**config.mk**
```make
export PLATFORM = sky130hd
export DESIGN_NAME = led_sequence_controller
export DESIGN_NICKNAME = d
export VERILOG_FILES = /design/src/rtl/led_sequence_controller.sv
export SDC_FILE = /design/constraint.sdc
export NUM_CORES = 1
export LEC_CHECK = 0
export ABC_AREA = 1
export CAP_MARGIN = 20
export CORE_UTILIZATION = 35
export CTS_CLUSTER_SIZE = 24
export DETAILED_ROUTE_END_ITERATION = 8
export SYNTH_ARGS = -nofsm -noshare
export SYNTH_HDL_FRONTEND = slang
export SYNTH_SLANG_ARGS = --single-unit
export TNS_END_PERCENT = 10
```
**constraint.sdc**
```tcl
create_clock -name CLOCK_50 -period 5.7 [get_ports CLOCK_50]
set_clock_uncertainty 0.05 [all_clocks]
set_input_delay 0.855 -clock CLOCK_50 [delete_from_list [all_inputs] [get_ports CLOCK_50]]
set_output_delay 0.855 -clock CLOCK_50 [all_outputs]
set_load 0.01 [all_outputs]
```
**src/rtl/led_sequence_controller.sv**
```systemverilog
// rtl/led_sequence_controller.sv - keypad LED pattern loader and timed playback sequencer
// Optional macro LED_HOLD_BLINK_EN: blink the complete pattern during HOLD.
module led_sequence_controller #(
  parameter int TICK_DIV   = 25000000,
  parameter int HOLD_TICKS = 4
) (
  input  logic        CLOCK_50,
  input  logic        Reset,
  input  logic        load_valid,
  input  logic [3:0]  load_code,
  output logic        load_ready,
  input  logic        start,
  input  logic        abort,
  input  logic        clear_pat,
  output logic        busy,
  output logic        done,
  output logic        bad_code,
  output logic [3:0]  pat_len,
  output logic [47:0] slot_codes
);

  localparam int PW = $clog2(TICK_DIV);
  localparam int HW = (HOLD_TICKS > 1) ? $clog2(HOLD_TICKS) : 1;

  typedef enum logic [1:0] {IDLE, SHOW, HOLD} state_t;

  state_t          state, state_nx;
  logic [3:0]      pattern [12];
  logic [PW-1:0]   presc;
  logic [3:0]      idx;
  logic [HW-1:0]   hold_cnt;
  logic            tick, xfer, code_ok, do_start, do_clear, last_step, hold_last;

`ifdef LED_HOLD_BLINK_EN
  logic            blank_phase;
  logic [47:0]     full_img;

  always_comb begin
    full_img = '0;
    for (int i = 0; i < 12; i++) begin
      if (4'(i) < pat_len) full_img[4*i +: 4] = pattern[i];
    end
  end
`endif

  // Gated by Reset so the port reads 0 while reset is held.
  assign load_ready = Reset && (state == IDLE) && (pat_len < 4'd12);
  assign busy       = (state != IDLE);

  always_comb begin
    state_nx  = state;
    tick      = (presc == PW'(TICK_DIV - 1));
    xfer      = load_valid && load_ready;
    code_ok   = (load_code != 4'd0) && (load_code <= 4'd12);
    do_start  = (state == IDLE) && start && (pat_len != 4'd0);
    do_clear  = (state == IDLE) && clear_pat && !do_start;
    last_step = (idx == pat_len - 4'd1);
    hold_last = (hold_cnt == HW'(HOLD_TICKS - 1));
    case (state)
      IDLE:    if (do_start) state_nx = SHOW;
      SHOW:    if (abort) state_nx = IDLE;
               else if (tick && last_step) state_nx = HOLD;
      HOLD:    if (abort) state_nx = IDLE;
               else if (tick && hold_last) state_nx = IDLE;
      default: state_nx = IDLE;
    endcase
  end

  always_ff @(posedge CLOCK_50 or negedge Reset) begin
    if (!Reset) begin
      state      <= IDLE;
      presc      <= '0;
      idx        <= '0;
      hold_cnt   <= '0;
      pat_len    <= '0;
      slot_codes <= '0;
      done       <= 1'b0;
      bad_code   <= 1'b0;
      for (int i = 0; i < 12; i++) pattern[i] <= '0;
`ifdef LED_HOLD_BLINK_EN
      blank_phase <= 1'b0;
`endif
    end else begin
      state    <= state_nx;
      done     <= 1'b0;
      bad_code <= 1'b0;

      // Clear beats a same-cycle load; the offered entry is simply dropped.
      if (do_clear) begin
        pat_len <= '0;
      end else if (xfer) begin
        if (code_ok) begin
          pattern[pat_len] <= load_code;
          pat_len          <= pat_len + 4'd1;
        end else begin
          bad_code <= 1'b1;
        end
      end

      case (state)
        IDLE: begin
          if (do_start) begin
            idx   <= '0;
            presc <= '0;
          end
        end
        SHOW: begin
          if (abort) begin
            slot_codes <= '0;
          end else begin
            presc <= tick ? '0 : presc + PW'(1);
            if (tick) begin
              slot_codes[{idx, 2'b00} +: 4] <= pattern[idx];
              idx <= idx + 4'd1;
              if (last_step) begin
                hold_cnt <= '0;
`ifdef LED_HOLD_BLINK_EN
                blank_phase <= 1'b0;
`endif
              end
            end
          end
        end
        HOLD: begin
          if (abort) begin
            slot_codes <= '0;
          end else begin
            presc <= tick ? '0 : presc + PW'(1);
            if (tick) begin
              if (hold_last) begin
                slot_codes <= '0;
                done       <= 1'b1;
              end else begin
                hold_cnt <= hold_cnt + HW'(1);
`ifdef LED_HOLD_BLINK_EN
                slot_codes  <= blank_phase ? full_img : 48'd0;
                blank_phase <= ~blank_phase;
`endif
              end
            end
          end
        end
        default: slot_codes <= '0;
      endcase
    end
  end

endmodule

```
==> impl_results.html, run 1 <==
<table>
<tr><th>Metric</th><th>Value</th></tr>
<tr><th colspan="2">Global route</th></tr>
<tr><td>Antenna violations before repair</td><td>0</td></tr>
<tr><td>GRT Resource Usage Total</td><td>0.186</td></tr>
<tr><td>Congestion Overflow GR</td><td>0</td></tr>
<tr><td>Maximum number of pins on one net before global-route repair</td><td>84</td></tr>
<tr><td>Wire length of the first global-routing pass</td><td>between 30 and 40 mm</td></tr>
<tr><td>Number of global-route vias before repair</td><td>6139</td></tr>
<tr><th colspan="2">Yosys</th></tr>
<tr><td>Library cell occupying the most area in the post-synthesis netlist</td><td>sky130_fd_sc_hd__dfrtp_1</td></tr>
<tr><td>Net Count, Synth</td><td>989</td></tr>
<tr><td>Distinct cell type count of the synthesized netlist</td><td>40</td></tr>
<tr><td>Share of the synthesized area in the top cell type</td><td>0.463</td></tr>
<tr><td>YS warnings</td><td>0</td></tr>
<tr><td>Post-synthesis cell count</td><td>965</td></tr>
<tr><td>Summed instance area of the synthesized netlist</td><td>7300 um^2</td></tr>
<tr><td>Top cells by area, synth</td><td>sky130_fd_sc_hd__dfrtp_1, sky130_fd_sc_hd__nand2_1, sky130_fd_sc_hd__nand3_1</td></tr>
<tr><td>Mean post-synth cell area</td><td>between 7 and 8 um^2</td></tr>
<tr><td>Proportion of synthesized chip area in sequential cells</td><td>0.463</td></tr>
<tr><td>Post-synthesis sequential element count</td><td>135</td></tr>
<tr><th colspan="2">Worst hold path</th></tr>
<tr><td>Type of the worst min-delay path</td><td>primary input to async pin</td></tr>
<tr><th colspan="2">Timing</th></tr>
<tr><td>Number of failing hold endpoints at the final stage</td><td>0</td></tr>
<tr><td>Unrepaired setup endpoints after global routing</td><td>no</td></tr>
<tr><td>Hold Worst Slack</td><td>approximately 0.33 ns</td></tr>
<tr><td>Pins over their slew limit</td><td>0</td></tr>
<tr><td>Worst-margin pin slew</td><td>0.943 ns</td></tr>
<tr><td>Worst setup slack after layout</td><td>2.28 ns</td></tr>
<tr><td>Max_slew headroom</td><td>0.371</td></tr>
<tr><td>Sum Neg Setup Slack</td><td>0 ns</td></tr>
<tr><td>Final worst-path cycle share</td><td>0.601</td></tr>
<tr><td>Maximum frequency from static timing analysis</td><td>0.292 GHz</td></tr>
<tr><td>Period minus WS final</td><td>about 3.4 ns</td></tr>
<tr><td>Number of setup violations in the final report</td><td>0</td></tr>
<tr><th colspan="2">Setup path</th></tr>
<tr><td>Most Frequent Cell on Critical Path</td><td>sky130_fd_sc_hd__nand2_1</td></tr>
<tr><td>Cell depth of the worst flop-to-flop path</td><td>9</td></tr>
<tr><td>CP top delay family</td><td>simple AND/OR/NAND/NOR gates</td></tr>
<tr><td>Worst setup SP type</td><td>register</td></tr>
<tr><td>Cell-by-cell trace of the critical path</td><td>clkinv_1 -&gt; ha_1 -&gt; nand3_1 -&gt; nor2_1 -&gt; nand2_1 -&gt; nand2_1 -&gt; nand3_1 -&gt; nand2_1 -&gt; nand2_1</td></tr>
<tr><td>Worst R2R Setup Slack</td><td>2.28 ns</td></tr>
<tr><td>Type of the setup path with the least slack</td><td>register to register</td></tr>
<tr><td>Type of destination of the critical path</td><td>register</td></tr>
<tr><td>Critical path buffer and inverter count</td><td>1</td></tr>
<tr><td>Standard cell with the maximum stage delay on the critical path</td><td>sky130_fd_sc_hd__dfrtp_1</td></tr>
<tr><td>Start of the worst register-to-register path</td><td>idx[1]$_DFFE_PN0P_</td></tr>
<tr><td>Number of gates on the worst path with buffers counted</td><td>9</td></tr>
<tr><td>Critical path fanouts, max</td><td>22</td></tr>
<tr><td>Critical path data required time</td><td>5.96 ns</td></tr>
<tr><td>CP peak stage delay</td><td>0.87 ns</td></tr>
<tr><td>Worst endpoint data arrival time</td><td>3.69 ns</td></tr>
<tr><td>Capture instance of the worst register-to-register path</td><td>slot_codes[11]$_DFFE_PN0P_</td></tr>
<tr><th colspan="2">Place</th></tr>
<tr><td>Port Buffer Count</td><td>65</td></tr>
<tr><td>Post-DP HPWL</td><td>13.2 mm</td></tr>
<tr><td>Cells after DPL</td><td>~1300</td></tr>
<tr><td>Post-placement worst setup slack</td><td>2.26 ns</td></tr>
<tr><td>Placed standard-cell area</td><td>8180 um^2</td></tr>
<tr><td>Gpl congestion</td><td>roughly 0.84</td></tr>
<tr><th colspan="2">Route</th></tr>
<tr><td>Wire length per cell after detailed routing</td><td>14.2 um</td></tr>
<tr><td>Via count of the routed design</td><td>6335</td></tr>
<tr><td>Number of vias per cell after detailed routing</td><td>slightly below 5</td></tr>
<tr><td>Number of nets with antenna violations after routing</td><td>0</td></tr>
<tr><td>Number of violations reported at the end of detailed-routing iteration 0</td><td>457</td></tr>
<tr><td>Count of TritonRoute iterations in the first routing pass</td><td>4</td></tr>
<tr><td>Final Routed Wirelength</td><td>18.6 mm</td></tr>
<tr><td>Detailed-route DRC error count</td><td>0</td></tr>
<tr><th colspan="2">Floorplan</th></tr>
<tr><td>Die Outline Area</td><td>21400 um^2</td></tr>
<tr><td>Count of standard-cell rows</td><td>52</td></tr>
<tr><td>Starting density of the core</td><td>0.359</td></tr>
<tr><td>Height of the chip</td><td>146 um</td></tr>
<tr><td>Core Area</td><td>between 20000 and 25000 um^2</td></tr>
<tr><td>Overall die width</td><td>around 150 um</td></tr>
<tr><td>Top-level I/O count</td><td>66</td></tr>
<tr><th colspan="2">Pwr</th></tr>
<tr><td>Worst vdd ir</td><td>188 uV</td></tr>
<tr><td>Leak Pwr</td><td>approximately 4.0 nW</td></tr>
<tr><td>Sum of internal, switching and leakage power</td><td>3.46 mW</td></tr>
<tr><td>Power density cells</td><td>393 nW/um^2</td></tr>
<tr><th colspan="2">Clock network</th></tr>
<tr><td>Number of post-CTS setup repair buffers</td><td>0</td></tr>
<tr><td># clock sinks</td><td>135</td></tr>
<tr><td>Post-cts resize count</td><td>0</td></tr>
<tr><td>Buffer type at the clock tree root</td><td>sky130_fd_sc_hd__clkbuf_16</td></tr>
<tr><td>Source-to-sink clock delay at the later pin of the worst-skew pair</td><td>0.42 ns</td></tr>
<tr><td>Level count of the clock H-tree</td><td>4</td></tr>
<tr><td>Buffers from clock root to sink, at most</td><td>2</td></tr>
<tr><td>Clock tree from TritonCTS</td><td>done</td></tr>
<tr><td>Clock transition at path regs</td><td>0.06 ns</td></tr>
<tr><td>Inserted Clock Buffers</td><td>17</td></tr>
<tr><td>Hold-fix buffers, CTS</td><td>0</td></tr>
<tr><th colspan="2">Cells and area</th></tr>
<tr><td>Non-Filler Cell Area, Final</td><td>8780 um^2</td></tr>
<tr><td>Commonest non-fill, non-tap cell in the layout</td><td>sky130_fd_sc_hd__nand2_1</td></tr>
<tr><td>Commonest cells after routing, fill and taps aside</td><td>sky130_fd_sc_hd__nand2_1, sky130_fd_sc_hd__dfrtp_1, sky130_fd_sc_hd__nor2_1, sky130_fd_sc_hd__inv_1, sky130_fd_sc_hd__nand3_1</td></tr>
<tr><td>Share of post-route cells with drive strength above 1</td><td>0.0758</td></tr>
<tr><td>Final core utilization</td><td>0.431</td></tr>
<tr><td>Post-route non-filler standard cell count</td><td>1312</td></tr>
<tr><td>Area grow syn2layout</td><td>20.3%</td></tr>
<tr><td>Number of antenna repair diodes</td><td>0</td></tr>
<tr><td>Number of nets in the layout</td><td>roughly 1100</td></tr>
<tr><th colspan="2">Outcome</th></tr>
<tr><td>Status</td><td>complete, no violations</td></tr>
<tr><th colspan="2">Flow run</th></tr>
<tr><td>Max-cap check violation count</td><td>0</td></tr>
</table>
==> worst register-to-register path, cell delays in order (launching register included) <==
cell and delay [ns]:
sky130_fd_sc_hd__dfrtp_1 0.87, sky130_fd_sc_hd__clkinv_1 0.59, sky130_fd_sc_hd__ha_1 0.74, sky130_fd_sc_hd__nand3_1 0.29, sky130_fd_sc_hd__nor2_1 0.29, sky130_fd_sc_hd__nand2_1 0.11, sky130_fd_sc_hd__nand2_1 0.07, sky130_fd_sc_hd__nand3_1 0.16
sky130_fd_sc_hd__nand2_1 0.10, sky130_fd_sc_hd__nand2_1 0.06
==> area by class of cell <==
cell class / count / area (um^2)
clock buffers: 18 / 439
clock inverters: 14 / 134
fillers: 2087 / 11600
inverters: 90 / 338
multi-input cells: 716 / 3460
flip-flops and latches: 135 / 3380
well taps: 270 / 338
repair buffers: 69 / 702
==> layer usage <==
| layer | vias to the layer above | GRT usage | share of wire | wire, um |
|---|---|---|---|---|
| met5 | - | 0 | 0 | 0 |
| met4 | 0 | 0.0495 | 0.014 | 254 |
| met3 | 24 | 0.0384 | 0.037 | 692 |
| met2 | 123 | 0.306 | 0.47 | 8830 |
| met1 | 2952 | 0.249 | 0.48 | 8870 |
| li1 | 3236 | - | - | - |
==> state kept, by name, summed over array words and instances, names as in the netlist <==
| signal | flops |
|---|---|
| done | 1 |
| pattern | 48 |
| idx | 4 |
| slot_codes | 48 |
| hold_cnt | 2 |
| state | 2 |
| presc | 25 |
| pat_len | 4 |
| bad_code | 1 |
==> power breakdown <==
part           internal [mW]  switching [mW]
Combinational          0.352           0.884
Clock                  0.649           0.419
Sequential              1.06          0.0870
Total                   2.07            1.39
==> Yosys cell counts (all sizes together) <==
cell     count
ha          14
clkinv       2
o41ai        1
nor3         7
o21ai      100
o31ai        1
a21boi       2
a31oi        1
buf         11
inv         88
or2          2
dfrtp      135
nor2       109
xnor2        5
and2         1
a21oi       15
o22ai        1
xor2         3
nor3b        1
nand2      337
nor4         2
o2111ai      1
nand3       96
nand4       15
nand3b       2
clkbuf      13
==> how the worst max path moves through the flow <==
stage	endpoint	from	slack, ns
after floorplan	slot_codes[16]$_DFFE_PN0P_	idx[1]$_DFFE_PN0P_	3.49
after global placement	slot_codes[11]$_DFFE_PN0P_	idx[1]$_DFFE_PN0P_	2.24
after detailed placement	slot_codes[11]$_DFFE_PN0P_	idx[1]$_DFFE_PN0P_	2.26
after CTS	slot_codes[11]$_DFFE_PN0P_	idx[1]$_DFFE_PN0P_	2.25
after global routing	slot_codes[10]$_DFFE_PN0P_	idx[1]$_DFFE_PN0P_	1.89
final	slot_codes[11]$_DFFE_PN0P_	idx[1]$_DFFE_PN0P_	2.28
==> kinds of logic after synthesis <==
family	after synthesis	synth area share
and+or+nand+nor	572	0.352
buffers and inverters	114	0.0639
adders and majority gates	14	0.0240
xor gates and xnor gates	8	0.00960
DFF	135	0.463
AOI/OAI and AO/OA	122	0.0879
No activity file was read; power rests on OpenSTA's default activity.
==> inputs of run 2 (changes only) <==
==> constraint.sdc (replaced) <==
create_clock -name CLOCK_50 -period 3.2 [get_ports CLOCK_50]
set_clock_uncertainty 0.05 [all_clocks]
set_input_delay 0.48 -clock CLOCK_50 [delete_from_list [all_inputs] [get_ports CLOCK_50]]
set_output_delay 0.48 -clock CLOCK_50 [all_outputs]
set_load 0.01 [all_outputs]
==> run 2 against run 1 <==
  * Sequential cell count stayed put
  * Via count is 0.68% higher
  * Register-to-register slack worse by 1.6 ns
  * Worst hold slack worse by 0.081 ns
  * Critical path type is now register to output pin
==> impl_results.html, run 2 (same netlist as run 1, synthesis figures left out) <==
<table>
<tr><th>Metric</th><th>Value</th></tr>
<tr><th colspan="2">Outcome</th></tr>
<tr><td>Status</td><td>complete, no violations</td></tr>
<tr><th colspan="2">Place</th></tr>
<tr><td>Placed standard-cell area</td><td>8240 um^2</td></tr>
<tr><td>Gpl congestion</td><td>0.831</td></tr>
<tr><td>Cells after DPL</td><td>1286</td></tr>
<tr><td>Post-DP HPWL</td><td>13.5 mm</td></tr>
<tr><td>Port Buffer Count</td><td>between 60 and 70</td></tr>
<tr><th colspan="2">Route</th></tr>
<tr><td>Final Routed Wirelength</td><td>between 15 and 20 mm</td></tr>
<tr><td>Number of vias per cell after detailed routing</td><td>slightly below 5</td></tr>
<tr><td>Number of violations reported at the end of detailed-routing iteration 0</td><td>492</td></tr>
<tr><td>Via count of the routed design</td><td>between 6000 and 7000</td></tr>
<tr><td>Count of TritonRoute iterations in the first routing pass</td><td>5</td></tr>
<tr><td>Detailed-route DRC error count</td><td>0</td></tr>
<tr><td>Wire length per cell after detailed routing</td><td>14.5 um</td></tr>
<tr><td>Number of nets with antenna violations after routing</td><td>0</td></tr>
<tr><th colspan="2">Clock network</th></tr>
<tr><td>Clock tree from TritonCTS</td><td>done</td></tr>
<tr><td>Source-to-sink clock delay at the later pin of the worst-skew pair</td><td>about 0.43 ns</td></tr>
<tr><td># clock sinks</td><td>135</td></tr>
<tr><td>Hold-fix buffers, CTS</td><td>0</td></tr>
<tr><td>Post-cts resize count</td><td>0</td></tr>
<tr><td>Clock transition at path regs</td><td>0.06 ns</td></tr>
<tr><td>Inserted Clock Buffers</td><td>17</td></tr>
<tr><td>Level count of the clock H-tree</td><td>4</td></tr>
<tr><td>Buffer type at the clock tree root</td><td>sky130_fd_sc_hd__clkbuf_16</td></tr>
<tr><td>Buffers from clock root to sink, at most</td><td>2</td></tr>
<tr><td>Number of post-CTS setup repair buffers</td><td>0</td></tr>
<tr><th colspan="2">Cells and area</th></tr>
<tr><td>Area grow syn2layout</td><td>21.9%</td></tr>
<tr><td>Number of nets in the layout</td><td>around 1100</td></tr>
<tr><td>Commonest non-fill, non-tap cell in the layout</td><td>sky130_fd_sc_hd__nand2_1</td></tr>
<tr><td>Share of post-route cells with drive strength above 1</td><td>0.0811</td></tr>
<tr><td>Non-Filler Cell Area, Final</td><td>8900 um^2</td></tr>
<tr><td>Top Registers</td><td>pattern x48, slot_codes x48, presc x25</td></tr>
<tr><td>Fill cell total of the finished layout</td><td>slightly above 2000</td></tr>
<tr><td>Commonest cells after routing, fill and taps aside</td><td>sky130_fd_sc_hd__nand2_1, sky130_fd_sc_hd__dfrtp_1, sky130_fd_sc_hd__nor2_1, sky130_fd_sc_hd__inv_1, sky130_fd_sc_hd__nand3_1</td></tr>
<tr><td>Post-route non-filler standard cell count</td><td>1318</td></tr>
<tr><td>Final core utilization</td><td>0.437</td></tr>
<tr><td>Number of antenna repair diodes</td><td>0</td></tr>
<tr><td>Reg area</td><td>between 3000 and 4000 um^2</td></tr>
<tr><td>Area occupied by multi-input gates</td><td>3460 um^2</td></tr>
<tr><th colspan="2">Global route</th></tr>
<tr><td>Congestion Overflow GR</td><td>0</td></tr>
<tr><td>Wire length of the first global-routing pass</td><td>about 32 mm</td></tr>
<tr><td>Antenna violations before repair</td><td>0</td></tr>
<tr><td>Number of global-route vias before repair</td><td>6173</td></tr>
<tr><td>GRT Resource Usage Total</td><td>0.188</td></tr>
<tr><td>Maximum number of pins on one net before global-route repair</td><td>73</td></tr>
<tr><th colspan="2">Pwr</th></tr>
<tr><td>Worst vdd ir</td><td>380 uV</td></tr>
<tr><td>Power density cells</td><td>728 nW/um^2</td></tr>
<tr><td>Leak Pwr</td><td>4.05 nW</td></tr>
<tr><th colspan="2">Setup path</th></tr>
<tr><td>Worst R2R Setup Slack</td><td>~0.69 ns</td></tr>
<tr><td>Critical path data required time</td><td>2.67 ns</td></tr>
<tr><td>Critical path fanouts, max</td><td>7</td></tr>
<tr><td>Worst setup SP type</td><td>register</td></tr>
<tr><td>Cell depth of the worst flop-to-flop path</td><td>9</td></tr>
<tr><td>Type of the setup path with the least slack</td><td>register to output pin</td></tr>
<tr><td>Worst endpoint data arrival time</td><td>approximately 2.2 ns</td></tr>
<tr><td>Start of the worst register-to-register path</td><td>idx[1]$_DFFE_PN0P_</td></tr>
<tr><td>Capture instance of the worst register-to-register path</td><td>slot_codes[42]$_DFFE_PN0P_</td></tr>
<tr><td>Type of destination of the critical path</td><td>output pin</td></tr>
<tr><th colspan="2">Floorplan</th></tr>
<tr><td>Starting density of the core</td><td>0.359</td></tr>
<tr><td>Overall die width</td><td>146 um</td></tr>
<tr><td>Die Outline Area</td><td>21400 um^2</td></tr>
<tr><td>Height of the chip</td><td>146 um</td></tr>
<tr><td>Count of standard-cell rows</td><td>52</td></tr>
<tr><td>Core Area</td><td>20400 um^2</td></tr>
<tr><td>Top-level I/O count</td><td>between 60 and 70</td></tr>
<tr><th colspan="2">Timing</th></tr>
<tr><td>Worst-margin pin slew</td><td>roughly 0.93 ns</td></tr>
<tr><td>Maximum frequency from static timing analysis</td><td>0.366 GHz</td></tr>
<tr><td>Number of setup violations in the final report</td><td>0</td></tr>
<tr><td>Period minus WS final</td><td>2.73 ns</td></tr>
<tr><td>Hold Worst Slack</td><td>0.251 ns</td></tr>
<tr><td>Sum Neg Setup Slack</td><td>0 ns</td></tr>
<tr><td>Pins over their slew limit</td><td>0</td></tr>
<tr><td>Unrepaired setup endpoints after global routing</td><td>no</td></tr>
<tr><td>Final worst-path cycle share</td><td>0.854</td></tr>
<tr><td>Max_slew headroom</td><td>0.378</td></tr>
<tr><td>Number of failing hold endpoints at the final stage</td><td>0</td></tr>
<tr><th colspan="2">Flow run</th></tr>
<tr><td>Max-cap check violation count</td><td>0</td></tr>
<tr><th colspan="2">Worst hold path</th></tr>
<tr><td>Type of the worst min-delay path</td><td>primary input to async pin</td></tr>
</table>
## run 2: worst max path at each step
stage                                    start                         end  slack (ns)  cells past startpoint
after floorplan             idx[1]$_DFFE_PN0P_  slot_codes[16]$_DFFE_PN0P_        0.99                     10
after global placement            load_code[2]      pattern[9]$_DFFE_PN0P_        0.63                     10
after CTS                 state[0]$_DFFE_PN0P_                  load_ready        0.42                      5
after detailed placement          load_code[2]      pattern[1]$_DFFE_PN0P_        0.55                     10
after global routing      state[0]$_DFFE_PN0P_                  load_ready        0.37                      5
final                     state[0]$_DFFE_PN0P_                  load_ready        0.47                      5
## run 2: cell type report
type	instances	share of cell area
flip-flops and latches	135	0.380
multi-input cells	716	0.388
well taps	270	0.0380
inverters	90	0.0380
clock inverters	14	0.0249
clock buffers	18	0.0494
repair buffers	75	0.0817
## run 2: layer usage
layer	up-vias	GRT usage	routed length, um
li1	3250	-	-
met1	3016	0.255	9370
met2	100	0.305	9030
met3	12	0.0391	543
met4	0	0.0516	166
met5	-	0	0
## run 2: critical path: stages, from the launching register on
cell                              delay [ns]
sky130_fd_sc_hd__dfrtp_1                0.39
sky130_fd_sc_hd__inv_1                  0.09
sky130_fd_sc_hd__ha_1                   0.38
sky130_fd_sc_hd__nand2_1                0.15
sky130_fd_sc_hd__a21oi_2                0.19
sky130_fd_sc_hd__clkdlybuf4s50_1        0.57
## run 2: where the power goes
| group | internal (mW) | total [mW] | leakage (nW) | switching, mW |
|---|---|---|---|---|
| Combinational | 0.651 | 2.26 | 1.87 | 1.60 |
| Clock | 1.41 | 2.19 | 0.313 | 0.783 |
| Sequential | 1.90 | 2.03 | 1.87 | 0.138 |
| Total | 3.96 | 6.48 | 4.05 | 2.53 |
## run 2: per-stage QoR
step | setup WS (ns) | total power, mW
2_1_floorplan | 0.994 | 3.64
3_3_place_gp | 0.627 | 4.28
3_5_place_dp | 0.547 | 4.30
4_1_cts | 0.416 | 6.53
5_1_grt | 0.373 | 6.89
6_report | 0.468 | 6.48
==> inputs of run 3 (changes only) <==
--- a/config.mk
+++ b/config.mk
@@ -5,7 +5,6 @@
 export SDC_FILE = /design/constraint.sdc
 export NUM_CORES = 1
 export LEC_CHECK = 0
-export ABC_AREA = 1
 export CAP_MARGIN = 20
 export CORE_UTILIZATION = 35
 export CTS_CLUSTER_SIZE = 24
==> run 3 against run 2 <==
  * Critical path depth is 3 higher
  * Sequential cell count did not move
  * Sequential share of layout area rose by 1.9 points
  * Sequential power down 2%
  * Global-route usage up 0.32 points
  * Combinational power decreased by 39%
  * Setup slack worse by 0.20 ns
  * Die area decreased by 5.6%
  * Critical endpoint is now pattern[13]$_DFFE_PN0P_
==> impl_results.html, run 3 <==
<table>
<tr><th>Metric</th><th>Value</th></tr>
<tr><th colspan="2">Outcome</th></tr>
<tr><td>Status</td><td>complete, no violations</td></tr>
<tr><th colspan="2">Yosys</th></tr>
<tr><td>Library cell occupying the most area in the post-synthesis netlist</td><td>sky130_fd_sc_hd__dfrtp_1</td></tr>
<tr><td>Net Count, Synth</td><td>between 600 and 700</td></tr>
<tr><td>Most used standard cell by instance count after synthesis</td><td>sky130_fd_sc_hd__dfrtp_1</td></tr>
<tr><td>YS warnings</td><td>0</td></tr>
<tr><td>Mean post-synth cell area</td><td>10.7 um^2</td></tr>
<tr><td>Share of flip-flops with an asynchronous set or reset after synthesis</td><td>1.00</td></tr>
<tr><td>Post-synthesis sequential element count</td><td>135</td></tr>
<tr><td>Proportion of synthesized chip area in sequential cells</td><td>0.490</td></tr>
<tr><td>Ys flop type</td><td>sky130_fd_sc_hd__dfrtp_1</td></tr>
<tr><td>Post-synthesis cell count</td><td>645</td></tr>
<tr><td>Number of flops mapped to enable cells by yosys</td><td>0</td></tr>
<tr><td>Top cells by instance count after synthesis</td><td>sky130_fd_sc_hd__dfrtp_1, sky130_fd_sc_hd__nand2_1, sky130_fd_sc_hd__o21ai_0</td></tr>
<tr><td>Top cells by area, synth</td><td>sky130_fd_sc_hd__dfrtp_1, sky130_fd_sc_hd__mux2_2, sky130_fd_sc_hd__o21ai_0</td></tr>
<tr><td>Share of the synthesized area in the top cell type</td><td>0.490</td></tr>
<tr><td>Distinct cell type count of the synthesized netlist</td><td>slightly above 70</td></tr>
<tr><td>Summed instance area of the synthesized netlist</td><td>between 6000 and 7000 um^2</td></tr>
<tr><th colspan="2">Cells and area</th></tr>
<tr><td>Area occupied by multi-input gates</td><td>3290 um^2</td></tr>
<tr><td>Commonest cells after routing, fill and taps aside</td><td>sky130_fd_sc_hd__dfrtp_1, sky130_fd_sc_hd__nand2_1, sky130_fd_sc_hd__clkdlybuf4s50_1, sky130_fd_sc_hd__o21ai_0, sky130_fd_sc_hd__mux2_2</td></tr>
<tr><td>Number of nets in the layout</td><td>748</td></tr>
<tr><td>Area grow syn2layout</td><td>23.0%</td></tr>
<tr><td>Number of antenna repair diodes</td><td>0</td></tr>
<tr><td>Top Registers</td><td>pattern x48, slot_codes x48, presc x25</td></tr>
<tr><td>Share of post-route cells with drive strength above 1</td><td>0.189</td></tr>
<tr><td>Non-Filler Cell Area, Final</td><td>8470 um^2</td></tr>
<tr><td>Fill cell total of the finished layout</td><td>1834</td></tr>
<tr><td>Commonest non-fill, non-tap cell in the layout</td><td>sky130_fd_sc_hd__dfrtp_1</td></tr>
<tr><td>Reg area</td><td>approximately 3400 um^2</td></tr>
<tr><th colspan="2">Route</th></tr>
<tr><td>Number of nets with antenna violations after routing</td><td>0</td></tr>
<tr><td>Via count of the routed design</td><td>about 5400</td></tr>
<tr><td>Number of violations reported at the end of detailed-routing iteration 0</td><td>317</td></tr>
<tr><td>Count of TritonRoute iterations in the first routing pass</td><td>5</td></tr>
<tr><td>Final Routed Wirelength</td><td>roughly 18 mm</td></tr>
<tr><td>Detailed-route DRC error count</td><td>0</td></tr>
<tr><td>Number of vias per cell after detailed routing</td><td>5.44</td></tr>
<tr><td>Wire length per cell after detailed routing</td><td>18.2 um</td></tr>
<tr><th colspan="2">Clock network</th></tr>
<tr><td>Clock tree from TritonCTS</td><td>done</td></tr>
<tr><td>Inserted Clock Buffers</td><td>17</td></tr>
<tr><td>Buffers from clock root to sink, at most</td><td>2</td></tr>
<tr><td># clock sinks</td><td>135</td></tr>
<tr><td>Post-cts resize count</td><td>0</td></tr>
<tr><td>Number of post-CTS setup repair buffers</td><td>0</td></tr>
<tr><td>Hold-fix buffers, CTS</td><td>0</td></tr>
<tr><td>Level count of the clock H-tree</td><td>4</td></tr>
<tr><td>Buffer type at the clock tree root</td><td>sky130_fd_sc_hd__clkbuf_16</td></tr>
<tr><td>Source-to-sink clock delay at the later pin of the worst-skew pair</td><td>0.42 ns</td></tr>
<tr><td>Clock transition at path regs</td><td>0.06 ns</td></tr>
<tr><th colspan="2">Timing</th></tr>
<tr><td>Maximum frequency from static timing analysis</td><td>0.341 GHz</td></tr>
<tr><td>Period minus WS final</td><td>2.93 ns</td></tr>
<tr><td>Pins over their slew limit</td><td>0</td></tr>
<tr><td>Worst-margin pin slew</td><td>0.966 ns</td></tr>
<tr><td>Final worst-path cycle share</td><td>0.916</td></tr>
<tr><td>Unrepaired setup endpoints after global routing</td><td>no</td></tr>
<tr><td>Number of failing hold endpoints at the final stage</td><td>0</td></tr>
<tr><td>Max_slew headroom</td><td>0.356</td></tr>
<tr><td>Sum Neg Setup Slack</td><td>0 ns</td></tr>
<tr><td>Number of setup violations in the final report</td><td>0</td></tr>
<tr><th colspan="2">Pwr</th></tr>
<tr><td>Combinational share of power</td><td>0.256</td></tr>
<tr><td>Switching power as a share of total power</td><td>0.342</td></tr>
<tr><td>P_int</td><td>3.55 mW</td></tr>
<tr><td>Power density cells</td><td>636 nW/um^2</td></tr>
<tr><td>Part of the power in registers</td><td>0.369</td></tr>
<tr><td>Sw Pwr</td><td>1.84 mW</td></tr>
<tr><td>Leak Pwr</td><td>roughly 3.6 nW</td></tr>
<tr><td>Worst vdd ir</td><td>416 uV</td></tr>
<tr><td>Share of total power in the clock network</td><td>0.375</td></tr>
<tr><th colspan="2">Setup path</th></tr>
<tr><td>CP top delay family</td><td>simple AND/OR/NAND/NOR gates</td></tr>
<tr><td>Critical path buffer and inverter count</td><td>1</td></tr>
<tr><td>Critical path data required time</td><td>3.46 ns</td></tr>
<tr><td>Type of destination of the critical path</td><td>register</td></tr>
<tr><td>CP peak stage delay</td><td>0.52 ns</td></tr>
<tr><td>Cell-by-cell trace of the critical path</td><td>inv_1 -&gt; ha_1 -&gt; or3b_2 -&gt; a21o_1 -&gt; nand3_1 -&gt; nor3b_1 -&gt; and2_0 -&gt; mux2_2</td></tr>
<tr><td>Worst setup SP type</td><td>register</td></tr>
<tr><td>Critical path fanouts, max</td><td>8</td></tr>
<tr><td>Type of the setup path with the least slack</td><td>register to register</td></tr>
<tr><td>Worst R2R Setup Slack</td><td>0.27 ns</td></tr>
<tr><td>Worst endpoint data arrival time</td><td>3.19 ns</td></tr>
<tr><td>Standard cell with the maximum stage delay on the critical path</td><td>sky130_fd_sc_hd__dfrtp_1</td></tr>
<tr><th colspan="2">Global route</th></tr>
<tr><td>GRT Resource Usage Total</td><td>0.192</td></tr>
<tr><td>Congestion Overflow GR</td><td>0</td></tr>
<tr><td>Number of global-route vias before repair</td><td>5483</td></tr>
<tr><td>Antenna violations before repair</td><td>0</td></tr>
<tr><td>Maximum number of pins on one net before global-route repair</td><td>76</td></tr>
<tr><td>Wire length of the first global-routing pass</td><td>29.7 mm</td></tr>
<tr><th colspan="2">Floorplan</th></tr>
<tr><td>Core Area</td><td>between 15000 and 20000 um^2</td></tr>
<tr><td>Die Outline Area</td><td>approximately 20000 um^2</td></tr>
<tr><td>Height of the chip</td><td>142 um</td></tr>
<tr><td>Top-level I/O count</td><td>66</td></tr>
<tr><td>Count of standard-cell rows</td><td>50</td></tr>
<tr><td>Overall die width</td><td>between 100 and 150 um</td></tr>
<tr><td>Starting density of the core</td><td>0.362</td></tr>
<tr><th colspan="2">Place</th></tr>
<tr><td>Gpl congestion</td><td>between 0.8 and 0.9</td></tr>
<tr><td>Port Buffer Count</td><td>65</td></tr>
<tr><td>Placed standard-cell area</td><td>~8000 um^2</td></tr>
<tr><td>Post-DP HPWL</td><td>12.9 mm</td></tr>
<tr><th colspan="2">Flow run</th></tr>
<tr><td>Max-cap check violation count</td><td>0</td></tr>
<tr><th colspan="2">Worst hold path</th></tr>
<tr><td>Type of the worst min-delay path</td><td>primary input to async pin</td></tr>
</table>
[run 3: cell count changes after synthesis, sizes merged, moves of 11 or more]
cell / delta
nor4: +11
xor2: +11
o21ai: -17
inv: -75
nand2: -261
nor2: -73
nand3: -77
and2: +13
mux4: +12
mux2: +49
[run 3: kinds of logic (layout without fill, tap and decap cells)]
family                   Yosys count  after routing  share of synthesized area
AO/OA/AOI/OAI                    144            144                      0.124
XOR/XNOR                          21             21                     0.0267
adder cells (fa/ha/maj)           14             14                     0.0254
buffers and inverters             42            134                     0.0316
flip-flops                       135            135                      0.490
multiplexers                      63             63                      0.122
AND/OR/NAND/NOR                  226            226                      0.180
[run 3: layer usage]
layer / global-route usage / part of all wire / vias up
met5: 0 / 0 / -
met4: 0.0487 / 0.011 / 0
met3: 0.0451 / 0.047 / 21
met2: 0.322 / 0.49 / 157
met1: 0.248 / 0.45 / 2736
li1: - / - / 2511
[run 3: power by group through the flow]
stage	Combinational (mW)	Sequential [mW]	Clock, mW
floorplan	0.957	1.93	0
global placement	1.34	2.01	0
detailed placement	1.37	2.01	0
CTS	1.38	1.99	2.05
global route	1.52	2.01	2.14
finish	1.38	1.99	2.02
[run 3: worst paths after layout]
| path | from | endpoint | depth (start not counted) |
|---|---|---|---|
| max | pat_len[0]$_DFFE_PN0P_ | pattern[13]$_DFFE_PN0P_ | 8 |
| min | Reset | presc[16]$_DFFE_PN0P_ | 2 |
| max reg2reg | pat_len[0]$_DFFE_PN0P_ | pattern[13]$_DFFE_PN0P_ | 8 |
| min reg2reg | slot_codes[21]$_DFFE_PN0P_ | slot_codes[21]$_DFFE_PN0P_ | 2 |
| max in group asynchronous | Reset | pattern[43]$_DFFE_PN0P_ | 3 |
| min in group CLOCK_50 | slot_codes[21]$_DFFE_PN0P_ | slot_codes[21]$_DFFE_PN0P_ | 2 |
[run 3: cell type report]
| cell class | instances | area share |
|---|---|---|
| flip-flops and latches | 135 | 0.399 |
| clock buffers | 18 | 0.0507 |
| inverters | 14 | 0.00620 |
| multi-input cells | 468 | 0.389 |
| well taps | 260 | 0.0384 |
| clock inverters | 14 | 0.0204 |
| repair buffers | 88 | 0.0969 |
[run 3: stage by stage]
stage,setup WS [ns],total power [mW],utilization,hold WS (ns),instances
2_1_floorplan,0.765,2.89,-,0.134,645
3_3_place_gp,0.336,3.35,0.414,0.413,965
3_5_place_dp,0.264,3.39,0.414,0.421,965
4_1_cts,0.269,5.42,0.445,0.327,997
5_1_grt,0.126,5.66,0.445,0.357,997
6_report,0.270,5.39,0.445,0.274,997
